--- src/rtl/mlp_r_sample_sequencer_if.sv ---
// Handshake bundle between sample source/sink and the MLP sample sequencer.
interface mlp_r_sample_sequencer_if #(
  parameter int WIDTH_A  = 4,
  parameter int NUM_A    = 11,
  parameter int OUTWIDTH = 20,
  parameter int LABEL_W  = 4
);
  logic                     in_valid;
  logic                     in_ready;
  logic [NUM_A*WIDTH_A-1:0] in_data;
  logic                     out_valid;
  logic                     out_ready;
  logic [LABEL_W-1:0]       out_label;
  logic [OUTWIDTH-1:0]      out_raw;

  // Source/sink side: offers vectors, accepts labels.
  modport master (
    output in_valid, in_data, out_ready,
    input  in_ready, out_valid, out_label, out_raw
  );

  // Sequencer side.
  modport slave (
    input  in_valid, in_data, out_ready,
    output in_ready, out_valid, out_label, out_raw
  );
endinterface

--- src/rtl/mlp_r_sample_sequencer.sv ---
// Sample sequencer for the combinational MLP regressor: accepts a feature
// vector, holds it on the datapath for a settle time, then captures, rounds
// and clamps the prediction into a label offered on a valid/ready output.
module mlp_r_sample_sequencer #(
  parameter int WIDTH_A       = 4,
  parameter int NUM_A         = 11,
  parameter int OUTWIDTH      = 20,
  parameter int FRAC_BITS     = 12,
  parameter int LABEL_W       = 4,
  parameter int MAX_LABEL     = 8,
  parameter int SETTLE_CYCLES = 4,
  parameter int CNT_W         = 16
) (
  input  logic                     clk,
  input  logic                     rst_n,
  mlp_r_sample_sequencer_if.slave  bus,
  output logic [NUM_A*WIDTH_A-1:0] mlp_inp,
  input  logic [OUTWIDTH-1:0]      mlp_out,
  output logic [CNT_W-1:0]         sample_count
);

  localparam int SW  = (SETTLE_CYCLES > 1) ? $clog2(SETTLE_CYCLES) : 1;
  localparam int IPW = OUTWIDTH - FRAC_BITS;
  localparam logic [FRAC_BITS-1:0] HALF  = {1'b1, {(FRAC_BITS-1){1'b0}}};
  localparam logic [IPW:0]         MAX_R = (IPW+1)'(MAX_LABEL);
  localparam logic [SW-1:0]        LOAD  = SW'(SETTLE_CYCLES - 1);

  typedef enum logic [1:0] {IDLE, SETTLE, HOLD} state_t;

  state_t              state;
  state_t              state_nxt;
  logic [SW-1:0]       cnt;
  logic                accept;
  logic                out_hs;
  logic                capture;
  logic [IPW-1:0]      ip;
  logic [FRAC_BITS-1:0] fr;
  logic [IPW:0]        r;
  logic [LABEL_W-1:0]  label_nxt;
  logic [LABEL_W-1:0]  label_q;
  logic [OUTWIDTH-1:0] raw_q;

  // Handshake qualifiers; in_ready depends only on state and out_ready.
  always_comb begin
    bus.in_ready  = (state == IDLE) || ((state == HOLD) && bus.out_ready);
    bus.out_valid = (state == HOLD);
    accept        = bus.in_valid && bus.in_ready;
    out_hs        = (state == HOLD) && bus.out_ready;
    capture       = (state == SETTLE) && (cnt == '0);
  end

  // Round half-down on the fraction, computed one bit wider so an all-ones
  // integer part cannot wrap, then saturate to MAX_LABEL.
  always_comb begin
    ip = mlp_out[OUTWIDTH-1:FRAC_BITS];
    fr = mlp_out[FRAC_BITS-1:0];
    r  = {1'b0, ip} + (IPW+1)'(fr > HALF);
    if (r > MAX_R) label_nxt = LABEL_W'(MAX_LABEL);
    else           label_nxt = r[LABEL_W-1:0];
  end

  // State register.
  always_ff @(posedge clk) begin
    if (!rst_n) state <= IDLE;
    else        state <= state_nxt;
  end

  // Next-state logic; a HOLD handshake with a waiting vector skips IDLE.
  always_comb begin
    state_nxt = state;
    unique case (state)
      IDLE:    if (accept) state_nxt = SETTLE;
      SETTLE:  if (capture) state_nxt = HOLD;
      HOLD:    if (out_hs) state_nxt = bus.in_valid ? SETTLE : IDLE;
      default: state_nxt = IDLE;
    endcase
  end

  // Datapath registers: input vector, settle counter, captured result, count.
  always_ff @(posedge clk) begin
    if (!rst_n) begin
      mlp_inp      <= '0;
      cnt          <= '0;
      label_q      <= '0;
      raw_q        <= '0;
      sample_count <= '0;
    end else begin
      if (accept) begin
        mlp_inp <= bus.in_data;
        cnt     <= LOAD;
      end else if ((state == SETTLE) && (cnt != '0)) begin
        cnt <= cnt - 1'b1;
      end
      if (capture) begin
        raw_q   <= mlp_out;
        label_q <= label_nxt;
      end
      if (out_hs) sample_count <= sample_count + 1'b1;
    end
  end

  assign bus.out_label = label_q;
  assign bus.out_raw   = raw_q;

endmodule
--- src/flat_wrapper.sv ---
// flat-port wrapper written by rule: the top's interface ports become plain ports
module mlp_r_sample_sequencer_flat 
#(
  parameter int WIDTH_A       = 4,
  parameter int NUM_A         = 11,
  parameter int OUTWIDTH      = 20,
  parameter int FRAC_BITS     = 12,
  parameter int LABEL_W       = 4,
  parameter int MAX_LABEL     = 8,
  parameter int SETTLE_CYCLES = 4,
  parameter int CNT_W         = 16
)
  (clk, rst_n, mlp_inp, mlp_out, sample_count, bus_in_valid, bus_in_data, bus_out_ready, bus_in_ready, bus_out_valid, bus_out_label, bus_out_raw);
  mlp_r_sample_sequencer_if #(.WIDTH_A(WIDTH_A), .NUM_A(NUM_A), .OUTWIDTH(OUTWIDTH), .LABEL_W(LABEL_W)) bus_i ();
  input  logic clk;
  input  logic rst_n;
  output logic [NUM_A*WIDTH_A-1:0] mlp_inp;
  input  logic [OUTWIDTH-1:0] mlp_out;
  output logic [CNT_W-1:0] sample_count;
  input wire logic [$bits(bus_i.in_valid)-1:0] bus_in_valid;
  input wire logic [$bits(bus_i.in_data)-1:0] bus_in_data;
  input wire logic [$bits(bus_i.out_ready)-1:0] bus_out_ready;
  output wire logic [$bits(bus_i.in_ready)-1:0] bus_in_ready;
  output wire logic [$bits(bus_i.out_valid)-1:0] bus_out_valid;
  output wire logic [$bits(bus_i.out_label)-1:0] bus_out_label;
  output wire logic [$bits(bus_i.out_raw)-1:0] bus_out_raw;
  assign bus_i.in_valid = bus_in_valid;
  assign bus_i.in_data = bus_in_data;
  assign bus_i.out_ready = bus_out_ready;
  assign bus_in_ready = bus_i.in_ready;
  assign bus_out_valid = bus_i.out_valid;
  assign bus_out_label = bus_i.out_label;
  assign bus_out_raw = bus_i.out_raw;
  mlp_r_sample_sequencer #(.WIDTH_A(WIDTH_A), .NUM_A(NUM_A), .OUTWIDTH(OUTWIDTH), .FRAC_BITS(FRAC_BITS), .LABEL_W(LABEL_W), .MAX_LABEL(MAX_LABEL), .SETTLE_CYCLES(SETTLE_CYCLES), .CNT_W(CNT_W)) u_core (.clk(clk), .rst_n(rst_n), .bus(bus_i), .mlp_inp(mlp_inp), .mlp_out(mlp_out), .sample_count(sample_count));
endmodule
--- config.mk ---
export PLATFORM = sky130hd
export DESIGN_NAME = mlp_r_sample_sequencer_flat
export DESIGN_NICKNAME = d
export VERILOG_FILES = /design/src/rtl/mlp_r_sample_sequencer_if.sv /design/src/rtl/mlp_r_sample_sequencer.sv /design/src/flat_wrapper.sv
export SDC_FILE = /design/constraint.sdc
export NUM_CORES = 1
export LEC_CHECK = 0
export ABC_AREA = 1
export CAP_MARGIN = 20
export CORE_MARGIN = 4
export CORE_UTILIZATION = 43
export CTS_BUF_LIST = sky130_fd_sc_hd__clkbuf_4 sky130_fd_sc_hd__clkbuf_8
export CTS_CLUSTER_SIZE = 14
export DETAILED_ROUTE_END_ITERATION = 10
export PLACE_DENSITY = 0.82
export SLEW_MARGIN = 10
export SYNTH_ARGS = -nofsm -noshare
export SYNTH_HDL_FRONTEND = slang
export SYNTH_SLANG_ARGS = --single-unit
--- constraint.sdc ---
create_clock -name clk -period 2.19 [get_ports clk]
set_input_delay 0.3285 -clock clk [delete_from_list [all_inputs] [get_ports clk]]
set_output_delay 0.3285 -clock clk [all_outputs]
set_load 0.1 [all_outputs]
==> results.toml, run 1 <==
[status]
status = "complete, no violations"

[final_layout]
fillCellCount = 668
layout_commonest_cell = "nand2_1"
postLayoutCoreUtil = 0.6614
drive_gt1_frac = 0.2003
final_area_sq_mm = 0.005164
diodes = 0
area_growth_syn_to_layout_pct = 47.45
fin_nets = 671
mostFrequentLayoutCells = "nand2_1, buf_4, dfxtp_1"

[synth]
syn_nets = 523
synth_area_per_cell_sq_um = 7.765
ys_warn_count = 0
synthCells = 451
synth_seq_cells = 88
synth_edf_count = 0
seq_area_frac_synth = 0.5030
synth_xor_area_frac = 0.01250
synth_ff_type = "dfxtp_1"
ys_types = 28
synth.area.mux_share = 0
synthAdderAreaFrac = 0.01429
async_reset_ff_frac = 0
synth-compound-area-share = 0.1426
synth_top_family_by_area = "simple AND/OR/NAND/NOR gates"
synth-simple-area-share = 0.2630
syn_area_sq_mm = 0.003502

[sta]
final-hold-violation-count = 0
skew_ps = 10.34
maxSlewViolCount = 0
worst_pin_slew_ps = 807.4
setup_viol = 0
period_needed_ps = 2018
period_share = 0.9216
max_freq_mhz = 495.5
final.setup.worst_slack_ps = 171.8
relSlewSlack = 0.4611
rsz0062_at_grt = "no"

[placed_design]
io_buffers = 153
dp_worst_setup_slack_ps = -149.9
place.gp.congestion = 0.7872
hpwl_microns = 7340
postPlaceCellArea_sq_mm = 0.004925

[clock_network]
clock_sinks = 88
cts_max_path_buffers = 2
cts_root_buf = "clkbuf_8"
cts_setup_buffers = 0
cts_resized = 0
clk_latency_ps = 340
cts_tree = "done"
cts_hold_buffers = 0
cts-htree-levels = 3
numCtsBuffers = 9
clkTransAtPathRegs_ps = 80

[setup_path]
path_max_fanout = 3
path_buf_inv = 1
crit_arrival_ps = 2220
slowest_delay_ps = 460
cp-end-kind = "flip-flop"
worst_setup_path_start_kind = "input pin"
critPathSlowestCell = "clkdlybuf4s50_1"
critPathTopFamily = "simple AND/OR/NAND/NOR gates"
cp.required_ps = 2390
worstSetupPathType = "in -> reg"
worstPathCellList = "clkdlybuf4s50_1 > nor4_1 > a31oi_1 > ha_1 > ha_1 > nand3_1 > a21oi_1 > and2_1 > nand2_1 > a21oi_1"

[flow_run]
maxCapViolCount = 0

[routing]
drt-total-wl_microns = 9885
detail-route-antenna-nets = 0
viasPerCell = 5.000
vias = 3530
drc = 0
dr.first_iter.drc_count = 138
wire_per_inst_microns = 14.00
dr.pass1.iters = 4

[power_and_ir_drop]
vdd.ir_drop.worst_mv = 0.5806
power.density_mw_per_mm2 = 840.5
combPwrFrac = 0.291
clkPwrFrac = 0.306
sw_frac_of_total = 0.3556
pwr-share-seq = 0.403
internal_power_uw = 2797
leakage_uw = 0.002146
power.switching_uw = 1543
fin_total_pwr_uw = 4340

[die]
start_util = 0.4486
rows = 32
chipHeight_microns = 98.25
coreArea_sq_mm = 0.007807
die_x_microns = 98.25
io_pins = 154
die_area_sq_mm = 0.009652

[global_route]
grt_pass1_vias = 3487
grt_pass1_wl_microns = 16180
grt_max_degree = 73
use_met1 = 0.2285
top_usage_layer = "met2"
overflow = 0
grtUsageMet2 = 0.3565
track_usage = 0.2012
grt_util_met3 = 0.06214
antenna_found_initial = 0

[min_path]
hp-class = "reg -> reg"
path summary, 6_finish.rpt:
kind,from,endpoint,slack (ps),cells after the start
setup / recovery,mlp_out[1],u_core.bus.out_label[1],170,10
hold / removal,u_core.mlp_inp[41],u_core.mlp_inp[41],460,2
setup reg to reg,u_core.cnt[0],u_core.bus.out_label[1],500,7
hold reg to reg,u_core.mlp_inp[41],u_core.mlp_inp[41],460,2
worst register-to-register path, cell delays in order (launching register included):
cell and delay [ps]:
dfxtp_1 320, inv_1 50, ha_1 150, nand3_1 100, inv_1 610, o21a_1 190
o21ai_0 90, a21oi_1 110
state kept, by name (all words and copies together) (netlist names):
signal / count
u_core.mlp_inp: 44
u_core.bus.out_raw: 20
u_core.sample_count: 16
u_core.bus.out_label: 4
u_core.cnt: 2
u_core.state: 2
layer usage:
layer  routed length, microns  vias up
met5                        0        -
met4                      173        0
met3                      704       15
met2                     4954      102
met1                     4053     1629
li1                         -     1784
kinds of logic (layout without fill, tap and decap cells):
kind of cell               Yosys count  after routing
adders and majority gates            4              4
DFF                                 88             88
AOI/OAI and AO/OA                   96             96
buffers and inverters               53            206
and+or+nand+nor                    205            205
xor gates and xnor gates             5              5
per-stage QoR:
stage | cells | hold WS (ps) | TNS, ps
6_report | 706 | 464.7 | 0
5_1_grt | 706 | 486.2 | 0
4_1_cts | 706 | 467.7 | 0
3_5_place_dp | 690 | 453.5 | -369.1
3_3_place_gp | 690 | 446.7 | -51.15
2_1_floorplan | 451 | 438.9 | 0
synth_stat cells, types with 3 or more instances:
master	count	area, sq um
buf_4	4	30.03
nor2_1	20	75.07
nand2_1	110	412.9
xor2_1	4	35.03
nor3_1	3	15.01
a21oi_1	80	400.4
clkbuf_1	12	45.04
ha_1	4	50.05
nand4_1	6	37.54
o21ai_0	11	55.05
dfxtp_1	88	1762
inv_1	24	90.09
nand3_1	55	275.3
buf_2	10	50.05
power groups by stage:
stage | clock, uW | combinational (uW) | sequential, uW
6_report | 1330 | 1260 | 1750
5_1_grt | 1440 | 1320 | 1760
3_5_place_dp | 0 | 1270 | 1780
4_1_cts | 1360 | 1270 | 1750
3_3_place_gp | 0 | 1250 | 1780
2_1_floorplan | 0 | 285 | 2400
cell type report:
cell class	count	area [sq um]	area share
Sequential cell	88	1762	0.3412
Multi-Input combinational cell	310	1514	0.2932
Timing Repair Buffer	164	1424	0.2757
Clock buffer	10	131.4	0.02544
Tap cell	102	127.6	0.02472
Clock inverter	6	107.6	0.02084
Inverter	26	97.59	0.01890
(Power assumes the default switching activity.)
==> run 2: changes to the inputs <==
--- a/config.mk
+++ b/config.mk
@@ -6,6 +6,7 @@
 export NUM_CORES = 1
 export LEC_CHECK = 0
 export ABC_AREA = 1
+export ABC_CLOCK_PERIOD_IN_PS = 2190
 export CAP_MARGIN = 20
 export CORE_MARGIN = 4
 export CORE_UTILIZATION = 43
==> results of run 2 <==
Final layout, timing and power as in run 1 (identical DEF).
==> run 3: changes to the inputs <==
--- a/config.mk
+++ b/config.mk
@@ -6,14 +6,13 @@
 export NUM_CORES = 1
 export LEC_CHECK = 0
 export ABC_AREA = 1
-export ABC_CLOCK_PERIOD_IN_PS = 2190
 export CAP_MARGIN = 20
 export CORE_MARGIN = 4
 export CORE_UTILIZATION = 43
 export CTS_BUF_LIST = sky130_fd_sc_hd__clkbuf_4 sky130_fd_sc_hd__clkbuf_8
 export CTS_CLUSTER_SIZE = 14
 export DETAILED_ROUTE_END_ITERATION = 10
-export PLACE_DENSITY = 0.82
+export PLACE_DENSITY = 0.85
 export SLEW_MARGIN = 10
 export SYNTH_ARGS = -nofsm -noshare
 export SYNTH_HDL_FRONTEND = slang
==> results.toml, run 3 (same netlist as run 1, synthesis figures left out) <==
[routing]
drc = 0
vias = 3570
drt-total-wl_microns = 9827
dr.pass1.iters = 4
wire_per_inst_microns = 13.96
detail-route-antenna-nets = 0
viasPerCell = 5.071
dr.first_iter.drc_count = 126

[setup_path]
worstSetupPathType = "in -> reg"
cp.required_ps = 2460
critPathTopFamily = "simple AND/OR/NAND/NOR gates"
worstReg2RegEnd = "u_core.bus.out_label[3]"
worst_setup_path_start_kind = "input pin"
path_max_fanout = 3
critPathSlowestCell = "clkdlybuf4s50_1"
crit_top_cell = "ha_1"
path_buf_inv = 1
slowest_delay_ps = 420
worstPathCellList = "clkdlybuf4s50_1 > nor4_1 > a31oi_1 > ha_1 > ha_1 > nand3_1 > a21o_1 > and2_1 > nand2_1 > a21oi_1"
reg2reg_from = "u_core.cnt[0]"
rr_worst_depth = 7
crit_arrival_ps = 2240
rrSetupSlack_ps = 630
cp-end-kind = "flip-flop"

[power_and_ir_drop]
sw_frac_of_total = 0.3682
internal_power_uw = 2607
combPwrFrac = 0.307
leakage_uw = 0.002127
clkPwrFrac = 0.270
vdd.ir_drop.worst_mv = 0.5236
power.density_mw_per_mm2 = 805.2
pwr-share-seq = 0.424
power.switching_uw = 1519

[placed_design]
io_buffers = 153
place_inst = 689
hpwl_microns = 7390
place.gp.congestion = 0.8615

[global_route]
grt_max_degree = 45
track_usage = 0.2027
grt_pass1_wl_microns = 16280
antenna_found_initial = 0
grt_pass1_vias = 3432
overflow = 0

[flow_run]
maxCapViolCount = 0

[die]
die_x_microns = 98.25
rows = 32
chipHeight_microns = 98.25
coreArea_sq_mm = 0.007807
io_pins = 154
die_area_sq_mm = 0.009652
start_util = 0.4486

[clock_network]
cts_root_buf = "clkbuf_8"
clkTransAtPathRegs_ps = 80
cts_resized = 0
clock_sinks = 88
clk_latency_ps = 340
cts-htree-levels = 3
cts_hold_buffers = 0
numCtsBuffers = 9
cts_setup_buffers = 0
cts_tree = "done"
cts_max_path_buffers = 2

[final_layout]
fillCellCount = 675
mostFrequentLayoutCells = "nand2_1, buf_4, dfxtp_1"
layout_commonest_cell = "nand2_1"
area_growth_syn_to_layout_pct = 46.34
drive_gt1_frac = 0.1977
final_cell_count_no_fill = 704
largest_reg_flops = 44
diodes = 0
largest_register = "u_core.mlp_inp"
fin_nets = 670

[sta]
final-hold-violation-count = 0
whs_ps = 463.9
rsz0062_at_grt = "no"
period_share = 0.9000
relSlewSlack = 0.7023
finalSetupTns_ps = 0
period_needed_ps = 1971
max_freq_mhz = 507.4
worst_pin_slew_ps = 446.6
setup_viol = 0
skew_ps = 9.222
maxSlewViolCount = 0

[min_path]
hp-class = "reg -> reg"
hp-start = "u_core.mlp_inp[16]"
holdPathEnd = "u_core.mlp_inp[16]"
hold_depth = 2

[status]
status = "complete, no violations"
[run 3: final cells by class]
class	instances	area (sq um)	share of cell area
Sequential cell	88	1762	0.3437
Multi-Input combinational cell	310	1514	0.2954
Timing Repair Buffer	163	1429	0.2788
Clock buffer	12	152.6	0.02979
Tap cell	102	127.6	0.02490
Inverter	26	97.59	0.01904
Clock inverter	3	42.54	0.008301
[run 3: routing by layer]
metal | GRT usage | part of all wire | up-vias
met1 | 0.2339 | 0.39 | 1630
li1 | - | - | 1787
met2 | 0.3476 | 0.51 | 126
met5 | 0 | 0 | -
met4 | 0.09769 | 0.032 | 0
met3 | 0.05429 | 0.071 | 27
[run 3: tightest hold or removal path, stage by stage (launching register included)]
cell and delay (ps):
dfxtp_1 310, nand2_1 60, a21oi_1 50
[run 3: power groups by stage]
stage               registers [uW]  clock network [uW]  logic [uW]
global placement              1780                   0        1250
finish                        1750                1110        1260
detailed placement            1780                   0        1270
global route                  1760                1220        1330
CTS                           1750                1150        1270
floorplan                     2400                   0         285
[run 3: worst max path at each step]
stage                           start                 endpoint  cells after the start  slack [ps]
2_1_floorplan  u_core.sample_count[0]  u_core.sample_count[12]                      8          70
3_3_place_gp               mlp_out[0]  u_core.bus.out_label[1]                     10         -50
3_5_place_dp               mlp_out[0]  u_core.bus.out_label[1]                     10         -90
4_1_cts                    mlp_out[0]  u_core.bus.out_label[1]                     10         270
5_1_grt                    mlp_out[0]  u_core.bus.out_label[0]                      8          90
6_report                   mlp_out[0]  u_core.bus.out_label[1]                     10         220
[run 3: per-stage QoR]
| stage | utilization | instance area (sq um) | worst slack (ps) | total power [uW] |
|---|---|---|---|---|
| 5_1_grt | 0.6564 | 5125 | 94.33 | 4308 |
| 3_3_place_gp | 0.6314 | 4930 | -47.10 | 3030 |
| 6_report | 0.6564 | 5125 | 219.0 | 4127 |
| 2_1_floorplan | - | 3502 | 71.63 | 2690 |
| 3_5_place_dp | 0.6314 | 4930 | -93.96 | 3051 |
| 4_1_cts | 0.6564 | 5125 | 272.7 | 4165 |
==> variant, RTL diff (flow settings as in run 3) <==
`LABEL_W` is set to 4 in 3 places; all go to 6.
--- a/src/rtl/mlp_r_sample_sequencer_if.sv
+++ b/src/rtl/mlp_r_sample_sequencer_if.sv
@@ -4,5 +4,5 @@
   parameter int NUM_A    = 11,
   parameter int OUTWIDTH = 20,
-  parameter int LABEL_W  = 4
+  parameter int LABEL_W  = 6
 );
   logic                     in_valid;
--- a/src/rtl/mlp_r_sample_sequencer.sv
+++ b/src/rtl/mlp_r_sample_sequencer.sv
@@ -7,5 +7,5 @@
   parameter int OUTWIDTH      = 20,
   parameter int FRAC_BITS     = 12,
-  parameter int LABEL_W       = 4,
+  parameter int LABEL_W       = 6,
   parameter int MAX_LABEL     = 8,
   parameter int SETTLE_CYCLES = 4,
--- a/src/flat_wrapper.sv
+++ b/src/flat_wrapper.sv
@@ -6,5 +6,5 @@
   parameter int OUTWIDTH      = 20,
   parameter int FRAC_BITS     = 12,
-  parameter int LABEL_W       = 4,
+  parameter int LABEL_W       = 6,
   parameter int MAX_LABEL     = 8,
   parameter int SETTLE_CYCLES = 4,
Interface: changed (resized bus_out_label); port bits go from 154 to 156. No check against the original RTL was run, so the function may have changed too.
==> variant against run 3 <==
- wire length increased by 10%
- setup slack lost 0.082 ns
- synthesized area up 4.7%
- die area up 4.3%
- sequential cell count rose by 2
- via count up 6.6%
- fmax shrank 4.0%
- first-iteration DRC count rose by 30%
- power grew 8.7%
- clock power up 11%
- clock skew increased by 0.0037 ns
- count of clock-buffer cells in the layout fell by 3
- design area increased by 7.5%
- critical path type unchanged
- largest cell class unchanged
==> variant: results (changes against run 3) <==
metric;value;unit;change
status;finished, final reports clean;;
grtUsageTotal;20.9;%;+0.58 points
tightestPinTransition;0.524;ns;+0.0775 ns
hpwl;7.84;mm;+6.1%
ys_top_cells_by_area;dfxtp_1, nand2_1, a21oi_1;;
gp_congestion;0.835;;-3.1%
drtIter0Drc;164;;+30%
clk-insertion-delay-late;0.35;ns;
place_ws;-0.434;ns;-0.341 ns
grt_pass1_wl;17.1;mm;+5.1%
finalWirelength;10.8;mm;+10%
yosysSeqAreaShare;49.1;%;-1.2 points
antenna_found_initial;0;;unchanged
ys_warn_count;0;;unchanged
vias;3806;;+6.6%
layout.nets;717;;+7.0%
p_leak;0.00245;uW;+15%
fillCellCount;683;;+1.2%
yosys.area_share.xor_xnor;0.478;%;-0.77 points
drive_above_1_share;21.7;%;+2.0 points
clock_path_buffers;2;;unchanged
root_buffer;clkbuf_8;;
async_reset_ff_share;0;%;unchanged
top_register;u_core.mlp_inp;;
crit_arrival;2.30;ns;+0.06 ns
grt_max_degree;46;;+2.2%
place_inst;739;;+7.3%
hold_class;in2reg;;
synth_commonest_cells;nand2_1, dfxtp_1, a21oi_1, nand3_1, nor2_1;;
portBuffers;155;;+1.3%
path_max_fanout;4;;+1
fin_skew;0.0129;ns;+0.00370 ns
drt_pass1_iterations;4;;unchanged
ir_worst_vdd;0.486;mV;-7.2%
synth_compound_area_share;14.3;%;+0.074 points
muxShareOfSynthArea;0;%;unchanged
syn_inst;493;;+9.3%
ys_types;31;;+11%
synthAdderAreaFrac;1.36;%;-0.064 points
syn-num-nets;565;;+8.0%
first_global_vias;3626;;+5.7%
viasPerCell;5.05;;-0.46%
placed_area;5180;sq um;+5.0%
[variant: changes by cell type after synthesis, sizes merged, moves of 3 or more]
cell,run 3,this run
inv,26,38
nor2,22,57
o21ai,11,32
nor3,3,6
buf,15,8
clkbuf,12,19
nand3,57,60
o21bai,0,3
nand4,6,3
nand2,111,98
a21oi,81,65
[variant: timing repair]
action,CTS,global route
resized for setup,2,25
pin swaps,0,11
endpoints found under the setup margin,4,4
buffers inserted,0,0
gates cloned,0,0
[variant: power breakdown]
part	internal [uW]	leakage (uW)	switching, uW	total, uW
Clock	640	0.0000979	591	1230
Sequential	1750	0.000737	62.4	1810
Combinational	372	0.00161	1080	1450
Total	2760	0.00245	1730	4490
[variant: per-layer routing]
layer	global-route usage, %	share of wire, %	vias up
met2	36.7	52	110
met4	7.15	2.0	0
met5	0	0	-
met3	3.96	5.1	19
met1	25.4	41	1761
li1	-	-	1916
[variant: worst max-delay path, stage by stage]
cell	delay, ns
clkdlybuf4s50_1	0.53
nor4_4	0.06
a31oi_4	0.16
ha_2	0.22
buf_4	0.12
nand2_1	0.06
nor2_2	0.17
nand2_1	0.10
nand2_1	0.10
nand2_2	0.06
nor2_4	0.13
nand2_1	0.06
o21bai_1	0.13
inv_1	0.05
[variant: through the flow]
step	hold slack, ns	setup TNS [ns]
floorplan	0.439	0
global placement	0.428	-1.24
detailed placement	0.434	-1.64
CTS	0.450	0
global route	0.266	-0.0552
finish	0.272	0
[variant: cell families after synthesis]
family / after synthesis
AO/OA/AOI/OAI: 102
XOR/XNOR: 2
adder cells (fa/ha/maj): 4
buffers and inverters: 66
flip-flops: 90
AND/OR/NAND/NOR: 229
[variant: layout make-up]
type / instances / area, sq um / area share (%)
Multi-Input combinational cell: 337 / 1710 / 31.0
Tap cell: 105 / 131 / 2.38
Timing Repair Buffer: 168 / 1500 / 27.3
Sequential cell: 90 / 1800 / 32.7
Clock inverter: 6 / 91.3 / 1.66
Clock buffer: 9 / 124 / 2.25
Inverter: 39 / 146 / 2.66
[variant: path summary, 6_finish.rpt]
path | startpoint | to | slack [ns] | cells past startpoint
setup / recovery | mlp_out[1] | u_core.bus.out_label[3] | 0.14 | 14
hold / removal | mlp_out[10] | u_core.bus.out_raw[10] | 0.27 | 3
setup reg to reg | u_core.cnt[0] | u_core.bus.out_raw[7] | 0.53 | 7
hold reg to reg | u_core.bus.out_label[4] | u_core.bus.out_label[4] | 0.45 | 2
